--- src/rtl/des_key_schedule_if.sv ---
// Handshake and bus bundle between a DES round datapath and the key schedule.
// master drives the command and consumer-ready side.
// slave (the key schedule) drives subkeys and status.
interface des_key_schedule_if;
  logic        start;
  logic        decrypt;
  logic [63:0] key_in;
  logic        subkey_ready;
  logic        subkey_valid;
  logic [47:0] subkey;
  logic [3:0]  round_idx;
  logic        busy;
  logic        done;
  logic        key_err;

  modport master (
    output start, decrypt, key_in, subkey_ready,
    input  subkey_valid, subkey, round_idx, busy, done, key_err
  );

  modport slave (
    input  start, decrypt, key_in, subkey_ready,
    output subkey_valid, subkey, round_idx, busy, done, key_err
  );
endinterface

--- src/rtl/des_key_schedule.sv ---
// Sequential DES round-key generator: one C/D pair, rotated left (encrypt) or right (decrypt).
// Latency: start at cycle N gives the first subkey at N+2, then one subkey per accepted handshake.
// Backpressure: subkey/round_idx hold while subkey_ready is low. Optional macro DES_KEY_PARITY_CHECK_EN.
module des_key_schedule #(
  parameter logic [15:0] SHIFT_SCHEDULE = 16'h8103
) (
  input logic            clk,
  input logic            rst,
  des_key_schedule_if.slave bus
);

  // Permutation tables in DES bit numbering (bit 1 is the MSB).
  localparam int PC1 [56] = '{
    57, 49, 41, 33, 25, 17,  9,  1, 58, 50, 42, 34, 26, 18,
    10,  2, 59, 51, 43, 35, 27, 19, 11,  3, 60, 52, 44, 36,
    63, 55, 47, 39, 31, 23, 15,  7, 62, 54, 46, 38, 30, 22,
    14,  6, 61, 53, 45, 37, 29, 21, 13,  5, 28, 20, 12,  4
  };
  localparam int PC2 [48] = '{
    14, 17, 11, 24,  1,  5,  3, 28, 15,  6, 21, 10,
    23, 19, 12,  4, 26,  8, 16,  7, 27, 20, 13,  2,
    41, 52, 31, 37, 47, 55, 30, 40, 51, 45, 33, 48,
    44, 49, 39, 56, 34, 53, 46, 42, 50, 36, 29, 32
  };

  typedef enum logic [1:0] {IDLE, LOAD, EMIT, FIN} state_t;

  state_t      state, state_nxt;
  logic [27:0] c_q, d_q, c_nxt, d_nxt;
  logic [55:0] cd_load;
  logic        dir_q;
  logic [3:0]  cnt_q;
  logic        vld_q;
  logic [47:0] subkey_q;
  logic [3:0]  idx_q;
  logic        hs;
  logic        parity_bad;
  logic        busy_c, done_c;

  function automatic logic [55:0] pc1(input logic [63:0] k);
    logic [55:0] r;
    r = '0;
    for (int j = 0; j < 56; j++) r[6'(55 - j)] = k[6'(64 - PC1[j])];
    return r;
  endfunction

  function automatic logic [47:0] pc2(input logic [55:0] cd);
    logic [47:0] r;
    r = '0;
    for (int j = 0; j < 48; j++) r[6'(47 - j)] = cd[6'(56 - PC2[j])];
    return r;
  endfunction

  // True when round r (1..16) rotates by a single bit.
  function automatic logic single_shift(input logic [4:0] r);
    logic [4:0] i;
    i = r - 5'd1;
    return SHIFT_SCHEDULE[i[3:0]];
  endfunction

  function automatic logic [27:0] rotl(input logic [27:0] x, input logic one);
    return one ? {x[26:0], x[27]} : {x[25:0], x[27:26]};
  endfunction

  function automatic logic [27:0] rotr(input logic [27:0] x, input logic one);
    return one ? {x[0], x[27:1]} : {x[1:0], x[27:2]};
  endfunction

  assign cd_load = pc1(bus.key_in);
  assign hs      = vld_q & bus.subkey_ready;

`ifdef DES_KEY_PARITY_CHECK_EN
  logic key_err_q;

  // Any key byte with even parity rejects the start.
  always_comb begin
    parity_bad = 1'b0;
    for (int b = 0; b < 8; b++) parity_bad = parity_bad | ~(^bus.key_in[6'(8 * b) +: 8]);
  end

  // Error flag is refreshed on every accepted start and held otherwise.
  always_ff @(posedge clk) begin
    if (rst)                              key_err_q <= 1'b0;
    else if (state == IDLE && bus.start)  key_err_q <= parity_bad;
  end

  assign bus.key_err = key_err_q;
`else
  assign parity_bad  = 1'b0;
  assign bus.key_err = 1'b0;
`endif

  // State register.
  always_ff @(posedge clk) begin
    if (rst) state <= IDLE;
    else     state <= state_nxt;
  end

  // Next-state decode; EMIT leaves only on the sixteenth handshake.
  always_comb begin
    state_nxt = state;
    case (state)
      IDLE: if (bus.start) state_nxt = parity_bad ? FIN : LOAD;
      LOAD: state_nxt = EMIT;
      EMIT: if (hs && cnt_q == 4'd15) state_nxt = FIN;
      FIN:  state_nxt = IDLE;
      default: state_nxt = IDLE;
    endcase
  end

  // State-decoded status outputs.
  always_comb begin
    busy_c = (state != IDLE);
    done_c = (state == FIN);
  end

  // Next C/D: encrypt steps forward to the following round, decrypt undoes the round just shown.
  always_comb begin
    c_nxt = c_q;
    d_nxt = d_q;
    if (state == LOAD && !dir_q) begin
      c_nxt = rotl(c_q, single_shift(5'd1));
      d_nxt = rotl(d_q, single_shift(5'd1));
    end else if (state == EMIT && !dir_q) begin
      c_nxt = rotl(c_q, single_shift({1'b0, cnt_q} + 5'd2));
      d_nxt = rotl(d_q, single_shift({1'b0, cnt_q} + 5'd2));
    end else if (state == EMIT && dir_q) begin
      c_nxt = rotr(c_q, single_shift(5'd16 - {1'b0, cnt_q}));
      d_nxt = rotr(d_q, single_shift(5'd16 - {1'b0, cnt_q}));
    end
  end

  // Datapath: load C/D on start, register each subkey alongside its round index.
  always_ff @(posedge clk) begin
    if (rst) begin
      c_q      <= '0;
      d_q      <= '0;
      dir_q    <= 1'b0;
      cnt_q    <= '0;
      vld_q    <= 1'b0;
      subkey_q <= '0;
      idx_q    <= '0;
    end else begin
      case (state)
        IDLE: begin
          if (bus.start && !parity_bad) begin
            c_q   <= cd_load[55:28];
            d_q   <= cd_load[27:0];
            dir_q <= bus.decrypt;
            cnt_q <= '0;
          end
        end
        LOAD: begin
          c_q      <= c_nxt;
          d_q      <= d_nxt;
          subkey_q <= pc2({c_nxt, d_nxt});
          idx_q    <= dir_q ? 4'd15 : 4'd0;
          vld_q    <= 1'b1;
        end
        EMIT: begin
          if (hs) begin
            if (cnt_q != 4'd15) begin
              cnt_q    <= cnt_q + 4'd1;
              c_q      <= c_nxt;
              d_q      <= d_nxt;
              subkey_q <= pc2({c_nxt, d_nxt});
              idx_q    <= dir_q ? idx_q - 4'd1 : idx_q + 4'd1;
            end else begin
              vld_q <= 1'b0;
            end
          end
        end
        default: ;
      endcase
    end
  end

  assign bus.subkey_valid = vld_q;
  assign bus.subkey       = subkey_q;
  assign bus.round_idx    = idx_q;
  assign bus.busy         = busy_c;
  assign bus.done         = done_c;

endmodule
--- src/flat_wrapper.sv ---
// flat-port wrapper written by rule: the top's interface ports become plain ports
module des_key_schedule_flat 
#(
  parameter logic [15:0] SHIFT_SCHEDULE = 16'h8103
)
  (clk, rst, bus_start, bus_decrypt, bus_key_in, bus_subkey_ready, bus_subkey_valid, bus_subkey, bus_round_idx, bus_busy, bus_done, bus_key_err);
  des_key_schedule_if bus_i ();
  input logic clk;
  input logic rst;
  input wire logic [$bits(bus_i.start)-1:0] bus_start;
  input wire logic [$bits(bus_i.decrypt)-1:0] bus_decrypt;
  input wire logic [$bits(bus_i.key_in)-1:0] bus_key_in;
  input wire logic [$bits(bus_i.subkey_ready)-1:0] bus_subkey_ready;
  output wire logic [$bits(bus_i.subkey_valid)-1:0] bus_subkey_valid;
  output wire logic [$bits(bus_i.subkey)-1:0] bus_subkey;
  output wire logic [$bits(bus_i.round_idx)-1:0] bus_round_idx;
  output wire logic [$bits(bus_i.busy)-1:0] bus_busy;
  output wire logic [$bits(bus_i.done)-1:0] bus_done;
  output wire logic [$bits(bus_i.key_err)-1:0] bus_key_err;
  assign bus_i.start = bus_start;
  assign bus_i.decrypt = bus_decrypt;
  assign bus_i.key_in = bus_key_in;
  assign bus_i.subkey_ready = bus_subkey_ready;
  assign bus_subkey_valid = bus_i.subkey_valid;
  assign bus_subkey = bus_i.subkey;
  assign bus_round_idx = bus_i.round_idx;
  assign bus_busy = bus_i.busy;
  assign bus_done = bus_i.done;
  assign bus_key_err = bus_i.key_err;
  des_key_schedule #(.SHIFT_SCHEDULE(SHIFT_SCHEDULE)) u_core (.clk(clk), .rst(rst), .bus(bus_i));
endmodule
--- config.mk ---
export PLATFORM = sky130hd
export DESIGN_NAME = des_key_schedule_flat
export DESIGN_NICKNAME = d
export VERILOG_FILES = /design/src/rtl/des_key_schedule_if.sv /design/src/rtl/des_key_schedule.sv /design/src/flat_wrapper.sv
export SDC_FILE = /design/constraint.sdc
export NUM_CORES = 1
export LEC_CHECK = 0
export ABC_AREA = 1
export CAP_MARGIN = 30
export CORE_MARGIN = 2
export CORE_UTILIZATION = 50
export CTS_BUF_LIST = sky130_fd_sc_hd__clkbuf_8
export DETAILED_ROUTE_END_ITERATION = 12
export PLACE_DENSITY = 0.76
export SLEW_MARGIN = 10
export SYNTH_ARGS = -nofsm -noshare
export SYNTH_HDL_FRONTEND = slang
export SYNTH_SLANG_ARGS = --single-unit
export TNS_END_PERCENT = 30
--- constraint.sdc ---
create_clock -name clk -period 2 [get_ports clk]
set_input_delay 0.4 -clock clk [delete_from_list [all_inputs] [get_ports clk]]
set_output_delay 0.4 -clock clk [all_outputs]
set_load 0.005 [all_outputs]
==> out/results.tsv <==
metric	value	unit
Final Cell Area	0.00854	sq mm
Crit. End Element	register	
hold_buf cts	0	
number of flops mapped to enable cells by yosys	0	
final max-slew violation count	0	
# IOs	125	
Critical path origin	u_core.cnt_q[0]$_SDFFE_PP0P_	
Via density	5.46	
WL per Instance	14.6	microns
leading cell type in the layout, fill and taps excluded	nand2_1	
Site Rows	43	
RSZ-0062 raised after global routing	true	
Initial Util	0.509	
# port buffers	53	
post-layout util	0.618	
Die Span X	123	microns
ys flop type	dfxtp_1	
Worst Path Required	2.32	ns
Leak	0.00402	uW
TritonCTS Buffers	9	
Post-DP HPWL	13.8	mm
placed insts	1424	
clk slew on worst S/H paths	0.09	ns
DRT antenna net count	0	
average cell area after synthesis	5.84	sq um
number of global-route vias before repair	6933	
Final Cycle Share	0.950	
Area after DPL	0.00806	sq mm
ant diodes	0	
Layout area overhead	21.4	%
H-tree levels	3	
Setup-failing EPs final	0	
FF/Latch Area	0.00189	sq mm
Pre-antenna DRT Iters	5	
largest net degree at the start of global routing	45	
RD Place Congestion	0.926	
DIE AREA	0.0150	sq mm
Fmax	526	MHz
later-pin clock latency in the skew report	0.40	ns
Hold Slack	0.468	ns
critical path type	reg -> reg	
Max IR drop VDD	1.58	mV
Worst path depth	12	
Reg-to-Reg Start	u_core.cnt_q[0]$_SDFFE_PP0P_	
initial antenna violation count	0	
cell count after synthesis	1204	
CP delay by family, top	simple AND/OR/NAND/NOR gates	
Final Net Count	1347	
Fill cells	1291	
Initial DRC Count	806	
sequential share of the synthesized area	0.268	
Worst Path Arrival	2.22	ns
area of the core	0.0138	sq mm
Max-Cap Viols	0	
CTS tree	done	
first-pass GRT wire length	33.5	mm
Synthesis Warnings	0	
Post-route DRC	0	
CTS Buffer Depth	2	
fraction of layout cells with a size suffix above 1	0.102	
crit path max fanout	12	
Power Density	1650	mW/mm^2
Root Buffer	clkbuf_8	
Die Span Y	123	microns
end of the critical path	u_core.d_q[4]$_SDFFE_PP0P_	
asr flop ratio synth	0	
CP max stage delay	0.37	ns
CP max stage cell	dfxtp_2	
Cell Count, Final, Fillers Out	1450	
Worst Skew	0.0136	ns
Setup crit start kind	register	
Cell variety after synth	33	
r2r setup slk	0.1	ns
Hold WC Path Type	reg -> reg	
final wirelength	21.2	mm
Tmin final	1.90	ns
outcome	completed	
Sink Count	94	
WP buf/inv	3	
Mapped Area	0.00703	sq mm
GRT Overall Usage	0.278	
CP Cell Sequence	inv_1, ha_1, inv_1, nand2_2, nand2_4, buf_4, nand2_4, nand2_1, nand3_1, nand2_1, nand3_1, a21oi_1	
most frequent cells in the layout	356 x nand2_1, 138 x inv_1, 133 x a21oi_1, 131 x nand3_1, 109 x o21ai_0	
#FFs+latches synth	94	
aggregate global routing overflow	0	
Final Hold Viols	0	
r2r worst-path depth	12	
Multi-input gate area	0.00427	sq mm
Worst R2R End	u_core.d_q[4]$_SDFFE_PP0P_	
via count	7921	
==> how the worst min path moves through the flow <==
stage               cells past startpoint  slack, ns                                  to                               start
global placement                        2       0.45          u_core.d_q[5]$_SDFFE_PP0P_          u_core.d_q[5]$_SDFFE_PP0P_
detailed placement                      2       0.46   u_core.bus.subkey[6]$_SDFFE_PP0P_   u_core.bus.subkey[6]$_SDFFE_PP0P_
global route                            2       0.49  u_core.bus.subkey[18]$_SDFFE_PP0P_  u_core.bus.subkey[18]$_SDFFE_PP0P_
floorplan                               2       0.45          u_core.d_q[4]$_SDFFE_PP0P_          u_core.d_q[4]$_SDFFE_PP0P_
finish                                  2       0.47  u_core.bus.subkey[13]$_SDFFE_PP0P_  u_core.bus.subkey[13]$_SDFFE_PP0P_
CTS                                     2       0.47   u_core.bus.subkey[6]$_SDFFE_PP0P_   u_core.bus.subkey[6]$_SDFFE_PP0P_
==> timing repair <==
| item | in CTS | in global routing |
|---|---|---|
| setup endpoints to repair | 13 | 81 |
| cloned | 0 | 6 |
| resized for setup | 5 | 29 |
| pin swaps | 0 | 5 |
| setup buffers | 0 | 4 |
==> per-layer routing <==
layer | vias to the layer above | share of wire | wire length [microns] | GRT usage
met3 | 62 | 0.064 | 1370 | 0.0325
met4 | 0 | 0.036 | 760 | 0.138
li1 | 3951 | - | - | -
met1 | 3590 | 0.42 | 8980 | 0.363
met5 | - | 0 | 0 | 0
met2 | 318 | 0.48 | 10100 | 0.454
==> per-stage QoR <==
stage	setup WS [ns]	TNS [ns]	power, uW
global route	-0.0725	-0.349	15400
global placement	0.00339	0	12000
floorplan	0.148	0	9100
finish	0.0998	0	14100
CTS	0.00132	0	13600
detailed placement	-0.0163	-0.0597	12100
==> state kept, by name, indices dropped and copies added (netlist names) <==
| name | flops |
|---|---|
| u_core.bus.subkey | 26 |
| u_core.dir_q | 1 |
| u_core.state | 2 |
| u_core.d_q | 28 |
| u_core.bus.subkey_valid | 1 |
| u_core.c_q | 28 |
| u_core.cnt_q | 4 |
| u_core.bus.round_idx | 4 |
==> report_power, final <==
group	internal (uW)	switching (uW)
clock network	726	713
registers	2640	647
logic	3730	5670
==> logic make-up after synthesis <==
| family | share of synthesized area |
|---|---|
| AOI/OAI and AO/OA | 0.231 |
| xor gates and xnor gates | 0.00374 |
| adders and majority gates | 0.0242 |
| buffers and inverters | 0.151 |
| DFF | 0.268 |
| other | 0.000533 |
| and+or+nand+nor | 0.321 |
==> worst min-delay path: cells and delay by family (launching register included) <==
kind / cells / cell delay [ns]
and+or+nand+nor: 1 / 0.06
AOI/OAI and AO/OA: 1 / 0.06
DFF: 1 / 0.31
==> cells in the mapped netlist (2+ instances only) <==
master	instances	area share
clkbuf_1	46	0.025
o21ai_0	116	0.083
buf_2	19	0.014
nand3_2	3	0.0043
inv_2	9	0.0048
xor2_1	2	0.0025
buf_1	2	0.0011
nand2_2	5	0.0044
o21ai_1	21	0.015
o21bai_1	28	0.030
nand2_4	2	0.0032
nand4_1	2	0.0018
nand3_1	131	0.093
clkinv_1	2	0.0011
dfxtp_1	94	0.27
nand2_1	365	0.19
nor2_1	32	0.017
a21oi_1	135	0.096
buf_4	30	0.032
ha_1	12	0.021
inv_1	136	0.073
==> final cells by class <==
cell class              instances  share of cell area
multi-input cells             889               0.500
flip-flops and latches         94               0.222
repair buffers                124               0.162
inverters                     147              0.0649
well taps                     180              0.0264
clock buffers                  10              0.0161
clock inverters                 6             0.00909
Note: power is estimated with default switching activity, not from simulation.
